$ cat config.mk
export PLATFORM = sky130hd
export DESIGN_NAME = pipe_write_back
export DESIGN_NICKNAME = d
export VERILOG_FILES = /design/src/rtl/pipe_write_back.sv
export SDC_FILE = /design/constraint.sdc
export NUM_CORES = 2
export LEC_CHECK = 0
export BUFFER_PORTS_ARGS = -buffer_cell sky130_fd_sc_hd__buf_2
export CORE_MARGIN = 1
export CORE_UTILIZATION = 42
export DETAILED_ROUTE_END_ITERATION = 6
export MAX_ROUTING_LAYER = met4
export SETUP_SLACK_MARGIN = 0.05
export SLEW_MARGIN = 20
export SYNTH_ARGS = -nofsm -noshare
export SYNTH_HDL_FRONTEND = slang
export SYNTH_SLANG_ARGS = --single-unit
export TNS_END_PERCENT = 1
$ cat constraint.sdc
create_clock -name clk -period 40.4 [get_ports clk]
set_input_delay 6.06 -clock clk [delete_from_list [all_inputs] [get_ports clk]]
set_output_delay 6.06 -clock clk [all_outputs]
set_load 0.01 [all_outputs]
$ cat src/rtl/pipe_write_back.sv
// pipe_write_back: Y86-64 write-back stage with integrated register file
//   Optional macro WB_BYPASS_EN: read ports forward the value committing this cycle.
//   Ports:
//     clk, rst              clock, asynchronous active-high reset
//     w_valid               W stage holds an instruction
//     w_icode, w_rA, w_rB   instruction fields used to derive dstE/dstM
//     w_cnd                 execute condition (cmovXX)
//     w_valE, w_valM        ALU result, memory read data
//     w_stat                1 AOK, 2 HLT, 3 ADR, 4 INS
//     rd_a_addr/rd_a_data   combinational read port A
//     rd_b_addr/rd_b_data   combinational read port B
//     halted, stat_out      sticky halt flag and latched final status
//     retired               count of committed AOK instructions
module pipe_write_back #(
    parameter int DATA_W   = 64,
    parameter int NREGS    = 15,
    parameter int RSP_ADDR = 4,
    parameter int CNT_W    = 32
) (
    input  logic              clk,
    input  logic              rst,
    input  logic              w_valid,
    input  logic [3:0]        w_icode,
    input  logic [3:0]        w_rA,
    input  logic [3:0]        w_rB,
    input  logic              w_cnd,
    input  logic [DATA_W-1:0] w_valE,
    input  logic [DATA_W-1:0] w_valM,
    input  logic [2:0]        w_stat,
    input  logic [3:0]        rd_a_addr,
    output logic [DATA_W-1:0] rd_a_data,
    input  logic [3:0]        rd_b_addr,
    output logic [DATA_W-1:0] rd_b_data,
    output logic              halted,
    output logic [2:0]        stat_out,
    output logic [CNT_W-1:0]  retired
);
    localparam logic       RUN  = 1'b0;
    localparam logic       HALT = 1'b1;
    localparam logic [3:0] NONE = 4'hF;
    localparam logic [3:0] RSP  = RSP_ADDR[3:0];
    localparam logic [4:0] NR   = NREGS[4:0];

    logic              state;
    logic [DATA_W-1:0] regs [16];
    logic [3:0]        dst_e;
    logic [3:0]        dst_m;
    logic              accept;
    logic              commit;
    logic              we_e;
    logic              we_m;

    // NREGS never exceeds 15, so the "none" code 4'hF is always out of range too
    function automatic logic ok(input logic [3:0] a);
        return {1'b0, a} < NR;
    endfunction

    always_comb begin
        dst_e  = (w_icode == 4'h2) ? (w_cnd ? w_rB : NONE) :
                 (w_icode == 4'h3 || w_icode == 4'h6) ? w_rB :
                 (w_icode inside {4'h8, 4'h9, 4'hA, 4'hB}) ? RSP : NONE;
        dst_m  = (w_icode == 4'h5 || w_icode == 4'hB) ? w_rA : NONE;
        accept = w_valid && state == RUN;
        commit = accept && w_stat == 3'd1;
        we_m   = commit && ok(dst_m);
        // popq %rsp: the M write shadows the E write to the same register
        we_e   = commit && ok(dst_e) && dst_e != dst_m;
    end

    always_comb begin
        rd_a_data = ok(rd_a_addr) ? regs[rd_a_addr] : '0;
        rd_b_data = ok(rd_b_addr) ? regs[rd_b_addr] : '0;
`ifdef WB_BYPASS_EN
        if (we_e && rd_a_addr == dst_e) rd_a_data = w_valE;
        if (we_m && rd_a_addr == dst_m) rd_a_data = w_valM;
        if (we_e && rd_b_addr == dst_e) rd_b_data = w_valE;
        if (we_m && rd_b_addr == dst_m) rd_b_data = w_valM;
`endif
    end

    // Entries at or above NREGS are never written and stay constant zero
    always_ff @(posedge clk or posedge rst) begin
        if (rst) begin
            for (int i = 0; i < 16; i++) regs[i] <= '0;
            state    <= RUN;
            stat_out <= 3'd1;
            retired  <= '0;
        end else begin
            if (we_e) regs[dst_e] <= w_valE;
            if (we_m) regs[dst_m] <= w_valM;
            if (commit) retired <= retired + 1'b1;
            if (accept && w_stat != 3'd1) begin
                state    <= HALT;
                stat_out <= w_stat;
            end
        end
    end

    assign halted = state == HALT;
endmodule

-- After elaboration in Yosys (flattened, before gate mapping)
Cells that the tools add are included.
W data, S select, Z words.
- bits in read-only memories: 0
- register bits after elaboration: 1060
- word-level logic and storage cells: 78
- bits of input ports: 155
- memory bits (writable): 0
- memories: 0
- bits in latches: 0
- output and inout port bits: 164
- bitwise gates (word level): 5
- reduce and logical (&&, ||, !) cells: 11
- multiply operators: 0
- divide/modulo/power cells: 0
- order comparisons: 10
- mux-type cells: 21
- eq/ne operators: 11
- shift operators: 0
- add/subtract/negate cells: 1
- operators with widths (cell ; count):
    $bwmux W1024 ; 2
    $mux W1024 ; 2
    $bmux W64 S4 ; 2
    $demux W64 S4 ; 2
    $mux W64 ; 8
    $add A32 B1 Y32 const B ; 1
    $ge A5 B5 Y1 const B ; 4
    $mux W4 ; 5
    $not A4 Y5 ; 4
    $eq A4 B4 Y1 const B ; 4
    $lt A4 B4 Y1 const B ; 4
    $lt A5 B1 Y1 const B ; 2
    $eq A4 B2 Y1 const B ; 2
    $eq A4 B3 Y1 const B ; 2
    $logic_and A1 B1 Y1 ; 8
    $ne A4 B4 Y1 ; 1
    $reduce_bool A4 Y1 ; 1
    $eq A3 B1 Y1 const B ; 1
    $ne A3 B1 Y1 const B ; 1
    $logic_or A1 B1 Y1 ; 2
    $not A1 Y1 ; 1

-- Longest topological paths before layout
- depth in word-level cells: 14
- mapped depth: 9
- mapped depth without buffers: 5

-- Worst setup path before layout
No wires, ideal clock.
- path type: input to output
- start: in rd_b_addr[0]
- end: out rd_b_data[35]
- stages: 6
- setup slack: 26142 ps
- data required time: 34340 ps
- buffers on the path: 3
- arrival time: 8198 ps
- cell sequence: clkbuf_1 > buf_2 > buf_1 > mux4_2 > mux4_2 > nor2b_1
- word-level cells in the longest chain between the ends: 5
- elaborated cells between the ends (all ways): 6
- those cells by class: order compare: 1; mux: 4; bitwise: 1
- RTL lines (what ; RTL line ; text):
    start: declaration ; 32 ; input logic [3:0] rd_b_addr,
    $not A4 Y5 (implied by the code) ; 72 ; rd_b_data = ok(rd_b_addr) ? regs[rd_b_addr] : '0;
    $bmux W64 S4 ; 72 ;
    $mux W64 (implied by the code) (2 in series) ; 72 ;
    $mux W64 * ; 72 ;
    end: declaration ; 33 ; output logic [DATA_W-1:0] rd_b_data,
Mark *: on every way between the ends. The rest lies on a longest branch, timed or not. The select of a mux whose other input is x is not followed.

-- Worst setup path after layout
- start: in rd_a_addr[1]
- end: out rd_a_data[31]
- word-level cells in the longest chain between the ends: 5
- elaborated cells between the ends (all ways): 6
- those cells by class: order compare: 1; mux: 4; bitwise: 1
- RTL lines (what ; RTL line ; text):
    start: declaration ; 30 ; input logic [3:0] rd_a_addr,
    $not A4 Y5 (implied by the code) ; 71 ; rd_a_data = ok(rd_a_addr) ? regs[rd_a_addr] : '0;
    $bmux W64 S4 ; 71 ;
    $mux W64 (implied by the code) (2 in series) ; 71 ;
    $mux W64 * ; 71 ;
    end: declaration ; 31 ; output logic [DATA_W-1:0] rd_a_data,
Marked as above.

==> out/metrics.yaml <==
run_status:
  status: "completed"
pwr:
  peakVddDrop_v: 0.0000337
  total_power_mw: 2.38
  p_leak_nw: 31.5
  power_density_nw_per_um2: 33.9
  power.internal_mw: 1.78
  p_comb_frac: 0.065
  p_sw_mw: 0.599
  switching_share: 0.252
  clockPowerShare: 0.484
  seq_power_share: 0.451
floorplanning:
  core_area_sq_um: 150000
  io_pins: 319
  die_y_um: 392
  die_w_um: 392
  die-area_sq_um: 154000
  num_rows: 142
  start_util: 0.425
cts:
  insertion_delay_ps: 780
  cts_root_buf: "clkbuf_16"
  cts_setup_buffers: 0
  cts.repair.resized: 0
  htreeDepth: 3
  clk_pin_slew_ps: 50
  clockBufferDepth: 3
  tritoncts: "built"
  cts_made_buffers: 119
  hold_buffers: 0
  cts_sinks: 1060
sta:
  holdWs_ps: 391
  fmax_mhz: 62.9
  hold_viol_final: 0
  clock_skew_ps: 54.3
  setup_ws_ps: 24500
  tightestPinTransition_ps: 1210
  finalCriticalPeriod_ps: 15900
  final-setup-viol-count: 0
  fin_crit_sh: 0.393
  max_slew_margin: 0.196
  rsz0062_at_grt: "false"
  slew_viol_final: 0
  fin_tns_setup_ps: 0
setup_path:
  worstPathMaxFanout: 85
  rr_worst_depth: 7
  r2r-end: "regs[132]"
  crit_end: "rd_a_data[31]"
  worstPathArrival_ps: 9840
  critPathKind: "input pin to output port"
  reg2reg_slack_ps: 35950
  worstPathRequired_ps: 34340
  end_kind: "output port"
  worstReg2RegStart: "halted"
  critPathLaunch: "rd_a_addr[1]"
  startpoint_type: "input pin"
drt:
  postRouteWirelength_um: 236000
  drt_iter0_drc: 6621
  route.detailed.drc: 0
  via_count: 50500
  routed_via_density: 6.33
  firstDrtPassIters: 6
  ant_nets: 0
  wl_per_cell_um: 29.6
synthesis:
  synth.area.top_cells: "dfrtp_1, mux4_2, mux2i_1, nor2_1, nand2_1"
  ys.flop_type: "dfrtp_1"
  syn_nets: 6148
  synth_cell_types: 54
  syn_area_sq_um: 63900
  synth-async-reset-ratio: 1.00
  synthCells: 5992
  ys_seq_elements: 1060
  yosysTopAreaCell: "dfrtp_1"
  synth_top_area_share: 0.415
  yosysSeqAreaShare: 0.415
  syn_area_per_cell_sq_um: 10.7
  synth_edf_count: 0
  ys_warn_count: 0
cells_and_area:
  final_design_area_no_fill_sq_um: 70000
  final_common_cell: "dfrtp_1"
  area_growth_pct: 9.67
  drive_gt1_frac: 0.218
  final_cell_mix: "dfrtp_1, nor2_1, nand2_1"
  fin_util: 0.466
  num-nets-final: 5978
  final_cells: 7972
  fillers: 13900
  multi_input_area_sq_um: 34300
  register_area_sq_um: 26500
global_routing:
  grt_start_max_net_pins: 158
  antenna_found_initial: 46
  grt_overflow: 0
  grt_pass1_vias: 48900
  grt_pass1_wl_um: 344000
  grt_usage: 0.315
min_path:
  worstHoldPathType: "flip-flop to flip-flop"
  min_path_cells: 0
placement:
  gp_congestion: 0.816
  dp_slack_ps: 24530
  dp_hpwl_um: 126000
  port_buffers: 318
  dp_cells: 7716
  dpl_cell_area_sq_um: 65800
job:
  maxCapViolCount: 0
==> state kept, by name (all words and copies together) (netlist names) <==
| signal | flops |
|---|---|
| regs | 1024 |
| retired | 32 |
| stat_out | 3 |
| halted | 1 |
==> worst min path at each step <==
stage | from | to | slack (ps)
2_1_floorplan | regs[0] | regs[0] | 440
3_3_place_gp | regs[17] | regs[17] | 380
3_5_place_dp | regs[39] | regs[39] | 380
4_1_cts | regs[60] | regs[60] | 400
5_1_grt | regs[60] | regs[60] | 400
6_report | regs[60] | regs[60] | 390
==> power by group through the flow <==
stage                     sequential [mW]  combinational [mW]  clock [mW]
after floorplan                      1.09               0.101           0
after global placement               1.09               0.154           0
after detailed placement             1.09               0.156           0
after CTS                            1.07               0.156        1.16
after global routing                 1.07               0.166        1.20
final                                1.07               0.155        1.15
==> final cells by class <==
| cell class | instances | area share |
|---|---|---|
| Multi-Input combinational cell | 4215 | 0.490 |
| Sequential cell | 1060 | 0.379 |
| Clock buffer | 166 | 0.0488 |
| Tap cell | 2016 | 0.0360 |
| Timing Repair Buffer | 419 | 0.0357 |
| Clock inverter | 50 | 0.00936 |
| Antenna cell | 39 | 0.00139 |
| Inverter | 7 | 0.000482 |
==> synth_stat cells (2+ instances only) <==
library cell / number
dfrtp_1: 1059
nor2_1: 970
nand2_1: 787
mux4_2: 640
a21oi_1: 578
mux2i_1: 576
clkbuf_1: 473
a31oi_1: 384
buf_2: 136
nor2b_1: 135
buf_1: 50
buf_6: 40
nand3_1: 25
nand4_1: 18
xnor2_1: 18
xor2_1: 13
and4_1: 9
and3_1: 7
inv_1: 7
buf_8: 6
buf_4: 5
nor3_1: 5
nor4_2: 4
nor4_4: 4
nand2b_1: 3
nor4_1: 3
o21ai_0: 3
a22o_1: 2
nand3b_1: 2
nor3b_1: 2
nor4b_2: 2
o211a_1: 2
o41a_1: 2
or2_2: 2
==> kinds of logic after synthesis <==
family                   synth area share
AND/OR/NAND/NOR                     0.127
multiplexers                        0.316
flip-flops                          0.415
AO/OA/AOI/OAI                      0.0857
buffers and inverters              0.0509
XOR/XNOR                          0.00425
adder cells (fa/ha/maj)          0.000196
==> routing by layer <==
layer	track usage	share of wire
met1	0.417	0.39
met2	0.482	0.47
met3	0.0543	0.097
met4	0.129	0.043
met5	-	0
==> worst max-delay path: stages <==
cell	delay, ps
buf_8	560
buf_4	900
buf_4	870
mux4_2	410
mux4_2	590
nor2b_1	180
buf_2	170
(Power assumes the default switching activity.)
